===== src/rtl/grn_pkg.sv =====
// Shared widths and bus slicing helpers for the GRN node.
// Imported by grn_chan and grn_node_multi.
package grn_pkg;

  localparam int WIDTH_DEF  = 1;
  localparam int DIV_W_DEF  = 4;
  localparam int STAB_W_DEF = 8;

  // Low bit of slice c in a flattened bus of w-bit fields.
  function automatic int lo(
    input int c,
    input int w
  );
    return c * w;
  endfunction

endpackage


===== src/rtl/grn_chan.sv =====
// One GRN state channel: state reg, delay countdown, upd/chg strobes.
// Ports: clk, rst, reset_nos, en, delay, init_state, next_st -> st, upd, chg, upd_now, chg_now.
module grn_chan
  import grn_pkg::*;
#(
  parameter int WIDTH = WIDTH_DEF,
  parameter int DIV_W = DIV_W_DEF
) (
  input  logic             clk,
  input  logic             rst,
  input  logic             reset_nos,
  input  logic             en,
  input  logic [DIV_W-1:0] delay,
  input  logic [WIDTH-1:0] init_state,
  input  logic [WIDTH-1:0] next_st,
  output logic [WIDTH-1:0] st,
  output logic             upd,
  output logic             chg,
  output logic             upd_now,
  output logic             chg_now
);

  logic [WIDTH-1:0] st_q, st_d;
  logic [DIV_W-1:0] cnt_q, cnt_d;
  logic             upd_q, upd_d;
  logic             chg_q, chg_d;

  // upd_now/chg_now feed the shared stability counter in the top.
  always_comb begin
    upd_now = en && (cnt_q == '0);
    chg_now = (next_st != st_q);
    st_d    = st_q;
    cnt_d   = cnt_q;
    upd_d   = 1'b0;
    chg_d   = 1'b0;
    if (reset_nos) begin
      st_d  = init_state;
      cnt_d = '0;
    end else if (upd_now) begin
      st_d  = next_st;
      cnt_d = delay;
      upd_d = 1'b1;
      chg_d = chg_now;
    end else if (en) begin
      cnt_d = cnt_q - DIV_W'(1);
    end
  end

  always_ff @(posedge clk) begin
    if (rst) begin
      st_q  <= '0;
      cnt_q <= '0;
      upd_q <= 1'b0;
      chg_q <= 1'b0;
    end else begin
      st_q  <= st_d;
      cnt_q <= cnt_d;
      upd_q <= upd_d;
      chg_q <= chg_d;
    end
  end

  assign st  = st_q;
  assign upd = upd_q;
  assign chg = chg_q;

endmodule


===== src/rtl/grn_node_multi.sv =====
// Multi-channel GRN node with per-channel delay and a stability detector.
// Ports: clk, rst, start, reset_nos, init_state, start_ch, delay, next_st, stab_th -> st, upd, chg, stable.
module grn_node_multi
  import grn_pkg::*;
#(
  parameter int WIDTH  = WIDTH_DEF,
  parameter int NCH    = 2,
  parameter int DIV_W  = DIV_W_DEF,
  parameter int STAB_W = STAB_W_DEF
) (
  input  logic                 clk,
  input  logic                 rst,
  input  logic                 start,
  input  logic                 reset_nos,
  input  logic [WIDTH-1:0]     init_state,
  input  logic [NCH-1:0]       start_ch,
  input  logic [NCH*DIV_W-1:0] delay,
  input  logic [NCH*WIDTH-1:0] next_st,
  input  logic [STAB_W-1:0]    stab_th,
  output logic [NCH*WIDTH-1:0] st,
  output logic [NCH-1:0]       upd,
  output logic [NCH-1:0]       chg,
  output logic                 stable
);

  logic [NCH-1:0]    en;
  logic [NCH-1:0]    upd_now;
  logic [NCH-1:0]    chg_now;
  logic [STAB_W-1:0] stab_q, stab_d;
  logic              any_upd;
  logic              any_chg;

  for (genvar c = 0; c < NCH; c++) begin : g_ch
    assign en[c] = start & start_ch[c] & ~reset_nos;

    grn_chan #(
      .WIDTH (WIDTH),
      .DIV_W (DIV_W)
    ) u_chan (
      .clk        (clk),
      .rst        (rst),
      .reset_nos  (reset_nos),
      .en         (en[c]),
      .delay      (delay[lo(c, DIV_W) +: DIV_W]),
      .init_state (init_state),
      .next_st    (next_st[lo(c, WIDTH) +: WIDTH]),
      .st         (st[lo(c, WIDTH) +: WIDTH]),
      .upd        (upd[c]),
      .chg        (chg[c]),
      .upd_now    (upd_now[c]),
      .chg_now    (chg_now[c])
    );
  end

  // One step per cycle no matter how many channels update together.
  always_comb begin
    any_upd = |upd_now;
    any_chg = |(upd_now & chg_now);
    stab_d  = stab_q;
    if (reset_nos) begin
      stab_d = '0;
    end else if (any_upd) begin
      if (any_chg) begin
        stab_d = '0;
      end else if (stab_q != '1) begin
        stab_d = stab_q + STAB_W'(1);
      end
    end
  end

  always_ff @(posedge clk) begin
    if (rst) begin
      stab_q <= '0;
    end else begin
      stab_q <= stab_d;
    end
  end

  // Gated by rst so a zero threshold still reads unstable during reset.
  assign stable = ~rst & (stab_q >= stab_th);

endmodule

===== config.mk =====
export PLATFORM = sky130hd
export DESIGN_NAME = grn_node_multi
export DESIGN_NICKNAME = d
export VERILOG_FILES = /design/src/rtl/grn_pkg.sv /design/src/rtl/grn_chan.sv /design/src/rtl/grn_node_multi.sv
export SDC_FILE = /design/constraint.sdc
export NUM_CORES = 1
export LEC_CHECK = 0
export BUFFER_PORTS_ARGS = -buffer_cell sky130_fd_sc_hd__buf_2
export CAP_MARGIN = 25
export CORE_UTILIZATION = 57
export CTS_CLUSTER_SIZE = 20
export DETAILED_ROUTE_END_ITERATION = 10
export PLACE_DENSITY = 0.83
export SYNTH_ARGS = -nofsm -noshare
export SYNTH_HDL_FRONTEND = slang
export SYNTH_HIERARCHICAL = 1
export SYNTH_SLANG_ARGS = --single-unit

===== constraint.sdc =====
create_clock -name clk -period 5.3 [get_ports clk]
set_input_delay 1.06 -clock clk [delete_from_list [all_inputs] [get_ports clk]]
set_output_delay 1.06 -clock clk [all_outputs]
set_load 0.01 [all_outputs]

==> results of run 1 <==
placed cells by master, fill, tap and decap left out, drive strengths merged, types with 6 or more instances in the layout:
cell	instances
a211oi	6
and3	6
buf	31
dfxtp	22
ha	13
inv	17
mux2i	7
nand2	12
nand3	8
nor2	8
sequential cells by signal, indices dropped and copies added (netlist names):
signal and cells:
g_ch.u_chan/st 2, g_ch.u_chan/chg 2, g_ch.u_chan/cnt_q 8, g_ch.u_chan/upd 2, stab_q 8
layout make-up:
class | count | area share
repair buffers | 31 | 0.0947
clock buffers | 3 | 0.0137
flip-flops and latches | 22 | 0.269
inverters | 17 | 0.0389
multi-input cells | 122 | 0.544
well taps | 28 | 0.0214
clock inverters | 1 | 0.0183
stage by stage:
stage	area (sq um)	std cells	power (mW)	setup WS (ns)	hold WS, ns
floorplan	1430	165	0.209	2.17	0.456
global placement	1590	220	0.223	1.86	0.485
detailed placement	1590	220	0.227	1.85	0.492
CTS	1640	224	0.356	1.85	0.509
global route	1640	224	0.371	1.78	0.531
finish	1640	224	0.355	1.86	0.515
routing by layer:
metal / up-vias / track usage
met5: - / 0
met4: 0 / 0.0877
met3: 4 / 0.0614
met2: 57 / 0.498
met1: 644 / 0.268
li1: 666 / -
worst reg2reg max path: cells and delay by family, from the launching register on:
family | cells | cell delay [ns]
fa+ha+maj | 1 | 0.22
flops | 1 | 0.40
buf+inv | 1 | 0.09
compound gates | 2 | 0.51
simple gates | 2 | 0.82
cell families (layout without fill, tap and decap cells):
| kind of cell | count (synthesis) | count (layout) | synth area share |
|---|---|---|---|
| simple gates | 62 | 62 | 0.251 |
| flops | 22 | 22 | 0.307 |
| compound gates | 38 | 38 | 0.196 |
| mux | 7 | 7 | 0.0489 |
| xor+xnor | 2 | 2 | 0.0122 |
| fa+ha+maj | 13 | 13 | 0.113 |
| buf+inv | 21 | 52 | 0.0707 |
where the power goes:
| group | switching, mW | internal [mW] | leakage [nW] |
|---|---|---|---|
| sequential | 0.00289 | 0.169 | 0.178 |
| clock | 0.0544 | 0.0765 | 0.0279 |
| combinational | 0.0284 | 0.0239 | 0.530 |
final timing paths:
check,start,endpoint,slack [ns],cells past startpoint
max,stab_th[0],stable,1.86,7
min,g_ch[0].u_chan/cnt_q[2],g_ch[0].u_chan/cnt_q[2],0.52,2
max reg2reg,g_ch[0].u_chan/cnt_q[0],stab_q[3],3.19,6
min reg2reg,g_ch[0].u_chan/cnt_q[2],g_ch[0].u_chan/cnt_q[2],0.52,2
==> impl_metrics.ini, run 1 <==
[outcome]
status = completed

[clock_tree]
root_buffer = clkbuf_4
cts_hold_buf = 0
cts_buffers = 3
post_cts_buffers = 0
cts_resized = 0
insertion_delay_ns = 0.32
htreeDepth = 1
clock_path_buffers = 2
cts_sinks = 22
cts_tree = yes
path_clk_slew_ns = 0.13

[grt]
grt_max_degree = 14
antenna_found_initial = 0
grt_pass1_wl_microns = 5190
grt_pass1_vias = 1303
grt.total_usage = 0.259
grt.overflow.total = 0

[sta]
finClkSkew_ns = 0.00990
setup_violations = 0
slew_headroom = 0.685
fin_setup_tns_ns = 0
drv_slew = 0
min_period_ns = 3.44
final_hold_viol_count = 0
grt_setup_unrepaired = false
fmax_mhz = 291
fin_crit_sh = 0.649
worst_pin_slew_ns = 0.472

[power_and_ir_drop]
peakVddDrop_mv = 0.234
p_leak_nw = 0.736
powerDensity_nw_per_um2 = 217

[synth]
netlist_area_sq_um = 1430
synth_cells = 165
synth-seq-cells = 22
ys_seq_area_frac = 0.307
yosys_warnings = 6
avgSynthCellArea_sq_um = 8.69
synth_flop_cell = dfxtp_1
synthArstFlopShare = 0
synth_enable_flop_cells = 0
ys_types = 44
synth_nets = 203
synth_top_area_share = 0.307
yosys-top-cells-count = dfxtp_1, inv_1, ha_1
post-synth-top-area-cell = dfxtp_1
yosysMostFrequentCell = dfxtp_1
synthTopCellsByArea = dfxtp_1, ha_1, mux2i_1, inv_1, nand2_1

[cells_and_area]
fin_util = 0.714
n_fill_cell = 187
fin_nets = 235
multi_input_area_sq_um = 892
antennaDiodeCount = 0
seq_area_sq_um = 440
drive_gt1_frac = 0.219
area_growth_pct = 14.3

[drt]
routedWlPerCell_microns = 13.9
dr_total_vias = 1371
wl_met2_microns = 1610
drc = 0
drt-met1-wl_microns = 1270
viasPerCell = 6.12
wl_microns = 3110
postRouteAntennaNets = 0
top_layer = met4
route.met3.wl_microns = 190
drt_first_pass_iters = 5
drt_iter0_drc = 30

[worst_setup_path]
cp.required_ns = 4.24
critPathSlowestCell = a2111oi_0
critPathBufInv = 2
critical_path_class = in2out
critPathMostFrequentCell = buf_2
cp_cell_sequence = buf_2 -> ha_1 -> nand2b_1 -> a2111oi_0 -> o211a_1 -> a211oi_1 -> buf_2
worst_ep_arrival_time_ns = 2.38
crit_path_end_kind = primary output
path_delay_family = compound AO/OA/AOI/OAI gates
path_max_fanout = 1
slowest_delay_ns = 0.41
timing.critical_path.from_type = primary input

[run]
maxCapViolCount = 0

[floorplan]
core-area_sq_um = 2300
die_w_microns = 52.2
dieHeight_microns = 52.2
row_count = 17
die_area_sq_um = 2720
io_pins = 32
start_util = 0.624

[placement]
place.gp.congestion = 0.943
port_buffers = 31
dp_hpwl_microns = 2450

[hold_path]
holdCritPathClass = reg2reg
Note: power is estimated with default switching activity, not from simulation.
==> run 2: changes to the inputs <==
CORE_UTILIZATION = 53   (was 57)
PLACE_DENSITY = 0.78   (was 0.83)
clock period = 3.6 ns   (was 5.3 ns; I/O delays follow)
==> run 2 against run 1 <==
Effect of this change: design area decreased by 1.7%; worst hold slack got worse by 0.0043 ns; combinational power increased by 44%; highest routed layer unchanged; count of clock-buffer cells in the layout unchanged; cell count increased by 0.45%; clock skew decreased by 0.0090 ns; critical endpoint unchanged; critical path depth unchanged; largest cell class unchanged; power increased by 24%; sequential cell count unchanged; global-route usage decreased by 2.3 points; setup slack got worse by 1.1 ns.
==> impl_metrics.ini, run 2 (same netlist as run 1, synthesis figures left out) <==
[floorplan]
die_w_microns = 54.0
io_pins = 32
dieHeight_microns = 54.0
die_area_sq_um = 2920
start_util = 0.568
core-area_sq_um = 2520
row_count = 18

[worst_setup_path]
worst_ep_arrival_time_ns = 2.12
cp.required_ns = 2.88
crit_path_end_kind = primary output
critPathMostFrequentCell = buf_2
critPathBufInv = 2
path_delay_family = compound AO/OA/AOI/OAI gates
slowest_delay_ns = 0.46
timing.critical_path.from_type = primary input
path_max_fanout = 1
cp_cell_sequence = buf_2 -> ha_1 -> nand2b_1 -> a2111oi_0 -> o211a_1 -> a211oi_1 -> buf_2
critPathSlowestCell = a2111oi_0
critical_path_class = in2out

[cells_and_area]
mostFrequentLayoutCells = buf_2, dfxtp_1, inv_1
area_growth_pct = 12.4
fin_util = 0.639
antennaDiodeCount = 0
drive_gt1_frac = 0.215
top_regs = g_ch.u_chan/cnt_q: 8 flops, stab_q: 8 flops
post-route-cell-area_sq_um = 1610
fin_nets = 235
final_common_cell = buf_2

[grt]
grt_pass1_vias = 1249
grt_pass1_wl_microns = 4950
grt_max_degree = 12
grt.overflow.total = 0
antenna_found_initial = 0
grt.total_usage = 0.236

[drt]
viasPerCell = 5.88
dr_total_vias = 1324
postRouteAntennaNets = 0
drt_first_pass_iters = 4
drt_iter0_drc = 22
drc = 0
routedWlPerCell_microns = 13.3
wl_microns = 2990

[outcome]
status = completed

[sta]
min_period_ns = 2.84
setup_violations = 0
hold_ws_ns = 0.511
finClkSkew_ns = 0.000854
final_hold_viol_count = 0
slew_headroom = 0.689
fin_setup_tns_ns = 0
grt_setup_unrepaired = false
worst_pin_slew_ns = 0.467
fin_crit_sh = 0.789
fmax_mhz = 352
drv_slew = 0

[clock_tree]
path_clk_slew_ns = 0.12
cts_resized = 0
insertion_delay_ns = 0.31
cts_tree = yes
htreeDepth = 1
cts_sinks = 22
post_cts_buffers = 0
cts_buffers = 3
clock_path_buffers = 2
cts_hold_buf = 0
root_buffer = clkbuf_4

[power_and_ir_drop]
p_sw_frac = 0.268
seqPwrFrac = 0.573
total_power_uw = 441
combPwrFrac = 0.171
pwr-share-clk = 0.255
powerDensity_nw_per_um2 = 273
p_leak_nw = 0.722
switchingPower_uw = 118
power.internal_uw = 323
peakVddDrop_mv = 0.228

[run]
maxCapViolCount = 0

[placement]
place.gp.congestion = 0.944
placed_area_sq_um = 1590
port_buffers = 31
dp_hpwl_microns = 2380

[hold_path]
holdCritPathClass = reg2reg
-- run 2: changes by cell type in the layout (fill, tap and decap cells not counted), sizes merged --
cell / change
bufinv: -1
-- run 2: worst reg2reg max path, delay by kind of cell, from the launching register on --
kind                     cells  cell delay, ns
AO/OA/AOI/OAI                2            0.47
adder cells (fa/ha/maj)      1            0.22
buffers and inverters        1            0.09
flip-flops                   1            0.41
AND/OR/NAND/NOR              2            0.81
-- run 2: power groups by stage --
| stage | logic, mW | registers (mW) | clock network (mW) |
|---|---|---|---|
| after CTS | 0.0756 | 0.253 | 0.119 |
| after detailed placement | 0.0752 | 0.258 | 0 |
| after floorplan | 0.0498 | 0.258 | 0 |
| final | 0.0754 | 0.253 | 0.113 |
| after global routing | 0.0852 | 0.253 | 0.124 |
| after global placement | 0.0711 | 0.258 | 0 |
-- run 2: worst paths after layout --
check / start / to / slack [ns] / cells past startpoint
max: stab_th[0] / stable / 0.76 / 7
min: g_ch[0].u_chan/cnt_q[2] / g_ch[0].u_chan/cnt_q[2] / 0.51 / 2
max reg2reg: g_ch[1].u_chan/cnt_q[0] / stab_q[3] / 1.54 / 6
min reg2reg: g_ch[0].u_chan/cnt_q[2] / g_ch[0].u_chan/cnt_q[2] / 0.51 / 2
-- run 2: per-layer routing --
metal / GRT usage / vias up / share of wire
met2: 0.449 / 55 / 0.50
met3: 0.0311 / 7 / 0.052
met1: 0.244 / 599 / 0.43
met5: 0 / - / 0
li1: - / 663 / -
met4: 0.128 / 0 / 0.019
-- run 2: area by class of cell --
type | count | area, sq um
fillers | 222 | 911
multi-input cells | 122 | 892
flip-flops and latches | 22 | 440
repair buffers | 31 | 155
inverters | 17 | 63.8
well taps | 30 | 37.5
clock buffers | 3 | 22.5
-- run 2: per-stage QoR --
step / setup WS [ns] / std cells
after floorplan: 1.15 / 165
after global placement: 0.848 / 222
after detailed placement: 0.787 / 222
after CTS: 0.787 / 225
after global routing: 0.600 / 225
final: 0.759 / 225
==> run 3: changes to the inputs <==
CORE_UTILIZATION = 48   (was 53)
PLACE_DENSITY = 0.75   (was 0.78)
clock period = 2.6 ns   (was 3.6 ns; I/O delays follow)
==> run 3 against run 2 <==
Effect of this change: setup slack lost 0.60 ns; non-clock buffer count up 2; largest cell class unchanged; design area grew 2.3%; sequential power increased by 38%; clock power increased by 64%; core utilization fell by 4.6 points; via count is 1.2% lower; sequential cell count is the same; die area increased by 10%.
==> impl_metrics.ini, run 3 (same netlist as run 1, synthesis figures left out) <==
[worst_setup_path]
endpoint = stable
path_delay_family = compound AO/OA/AOI/OAI gates
critPathBufInv = 2
critical_path_class = reg2out
worst_ep_arrival_time_ns = 1.92
path_max_fanout = 4
slowest_delay_ns = 0.38
rrSetupSlack_ns = 0.68
crit_path_end_kind = primary output
timing.rr.end = stab_q[3]
startpoint = stab_q[0]
cp.required_ns = 2.08
critPathSlowestCell = a2111oi_2
timing.critical_path.from_type = flip-flop
cp_cell_sequence = inv_1 -> ha_1 -> nand2b_1 -> a2111oi_2 -> o211a_1 -> a211oi_1 -> buf_2
cp.depth = 7
r2r_start = g_ch[0].u_chan/cnt_q[0]
worstRegToRegCells = 6

[power_and_ir_drop]
powerDensity_nw_per_um2 = 390
total_power_uw = 644
p_sw_frac = 0.254
combPwrFrac = 0.168
switchingPower_uw = 163
pwr-share-clk = 0.288
power.internal_uw = 481
seqPwrFrac = 0.544
peakVddDrop_mv = 0.293
p_leak_nw = 0.743

[drt]
postRouteAntennaNets = 0
dr_total_vias = 1308
drc = 0
viasPerCell = 5.71
routedWlPerCell_microns = 12.9
drt_first_pass_iters = 4
wl_microns = 2960
drt_iter0_drc = 28

[grt]
grt_pass1_vias = 1311
antenna_found_initial = 0
grt.total_usage = 0.209
grt_max_degree = 13
grt_pass1_wl_microns = 5400
grt.overflow.total = 0

[clock_tree]
clock_path_buffers = 2
htreeDepth = 1
insertion_delay_ns = 0.30
post_cts_buffers = 0
cts_hold_buf = 0
cts_tree = yes
cts_resized = 2
root_buffer = clkbuf_4
cts_buffers = 3
path_clk_slew_ns = 0.12
cts_sinks = 22

[cells_and_area]
mostFrequentLayoutCells = buf_2, dfxtp_1, inv_1
top_regs = g_ch.u_chan/cnt_q: 8 flops, stab_q: 8 flops
fin_nets = 237
antennaDiodeCount = 0
drive_gt1_frac = 0.237
area_growth_pct = 15.0
final_common_cell = buf_2

[sta]
grt_setup_unrepaired = false
slew_headroom = 0.672
min_period_ns = 2.44
setup_ws_ns = 0.159
finClkSkew_ns = 0.000948
final_hold_viol_count = 0
setup_violations = 0
fmax_mhz = 410
hold_ws_ns = 0.465
worst_pin_slew_ns = 0.493
fin_setup_tns_ns = 0
fin_crit_sh = 0.939
drv_slew = 0

[floorplan]
dieHeight_microns = 56.7
die_area_sq_um = 3210
row_count = 19
core-area_sq_um = 2780
start_util = 0.516
io_pins = 32
die_w_microns = 56.7

[placement]
place.gp.congestion = 0.885
dp_hpwl_microns = 2350
dpl_worst_slack_ns = 0.120
port_buffers = 31

[run]
maxCapViolCount = 0

[outcome]
status = completed

[hold_path]
holdCritPathClass = in2reg
==> run 3: changes by cell type in the layout (fill, tap and decap cells not counted) <==
cell / change
a2111oi_0: -1
a2111oi_2: +1
buf_4: +2
clkbuf_8: +1
dfxtp_1: -1
dfxtp_2: +1
==> run 3: per-stage QoR <==
stage,utilization,cells,area [sq um]
finish,0.593,229,1650
global route,0.593,229,1650
CTS,0.592,229,1650
detailed placement,0.577,225,1610
global placement,0.577,225,1610
floorplan,-,165,1430
==> run 3: layout make-up <==
type                    instances  area (sq um)
clock buffers                   4          36.3
repair buffers                 33           170
fillers                       267          1130
inverters                      17          63.8
flip-flops and latches         22           442
multi-input cells             122           898
well taps                      31          38.8
==> run 3: worst min-delay path: stages <==
cell     delay, ns
buf_2         0.09
nand2_1       0.04
a31oi_1       0.07
==> run 3: routing by layer <==
| metal | vias up | global-route usage | part of all wire |
|---|---|---|---|
| met4 | 0 | 0.0592 | 0.0064 |
| met5 | - | 0 | 0 |
| li1 | 667 | - | - |
| met1 | 598 | 0.269 | 0.46 |
| met3 | 2 | 0.0207 | 0.045 |
| met2 | 41 | 0.368 | 0.49 |
==> run 3: how the worst min path moves through the flow <==
stage                                  startpoint                       to  depth (start not counted)
final                                    delay[5]  g_ch[1].u_chan/cnt_q[1]                          3
after global routing                          rst        g_ch[1].u_chan/st                          2
after CTS                                delay[5]  g_ch[1].u_chan/cnt_q[1]                          3
after detailed placement  g_ch[0].u_chan/cnt_q[2]  g_ch[0].u_chan/cnt_q[2]                          2
after global placement    g_ch[0].u_chan/cnt_q[2]  g_ch[0].u_chan/cnt_q[2]                          2
after floorplan           g_ch[0].u_chan/cnt_q[2]  g_ch[0].u_chan/cnt_q[2]                          2
==> run 3: power by group through the flow <==
| stage | sequential [mW] | combinational (mW) | clock, mW |
|---|---|---|---|
| 3_5_place_dp | 0.358 | 0.106 | 0 |
| 3_3_place_gp | 0.357 | 0.101 | 0 |
| 2_1_floorplan | 0.358 | 0.0689 | 0 |
| 6_report | 0.350 | 0.108 | 0.185 |
| 5_1_grt | 0.351 | 0.124 | 0.204 |
| 4_1_cts | 0.350 | 0.108 | 0.194 |
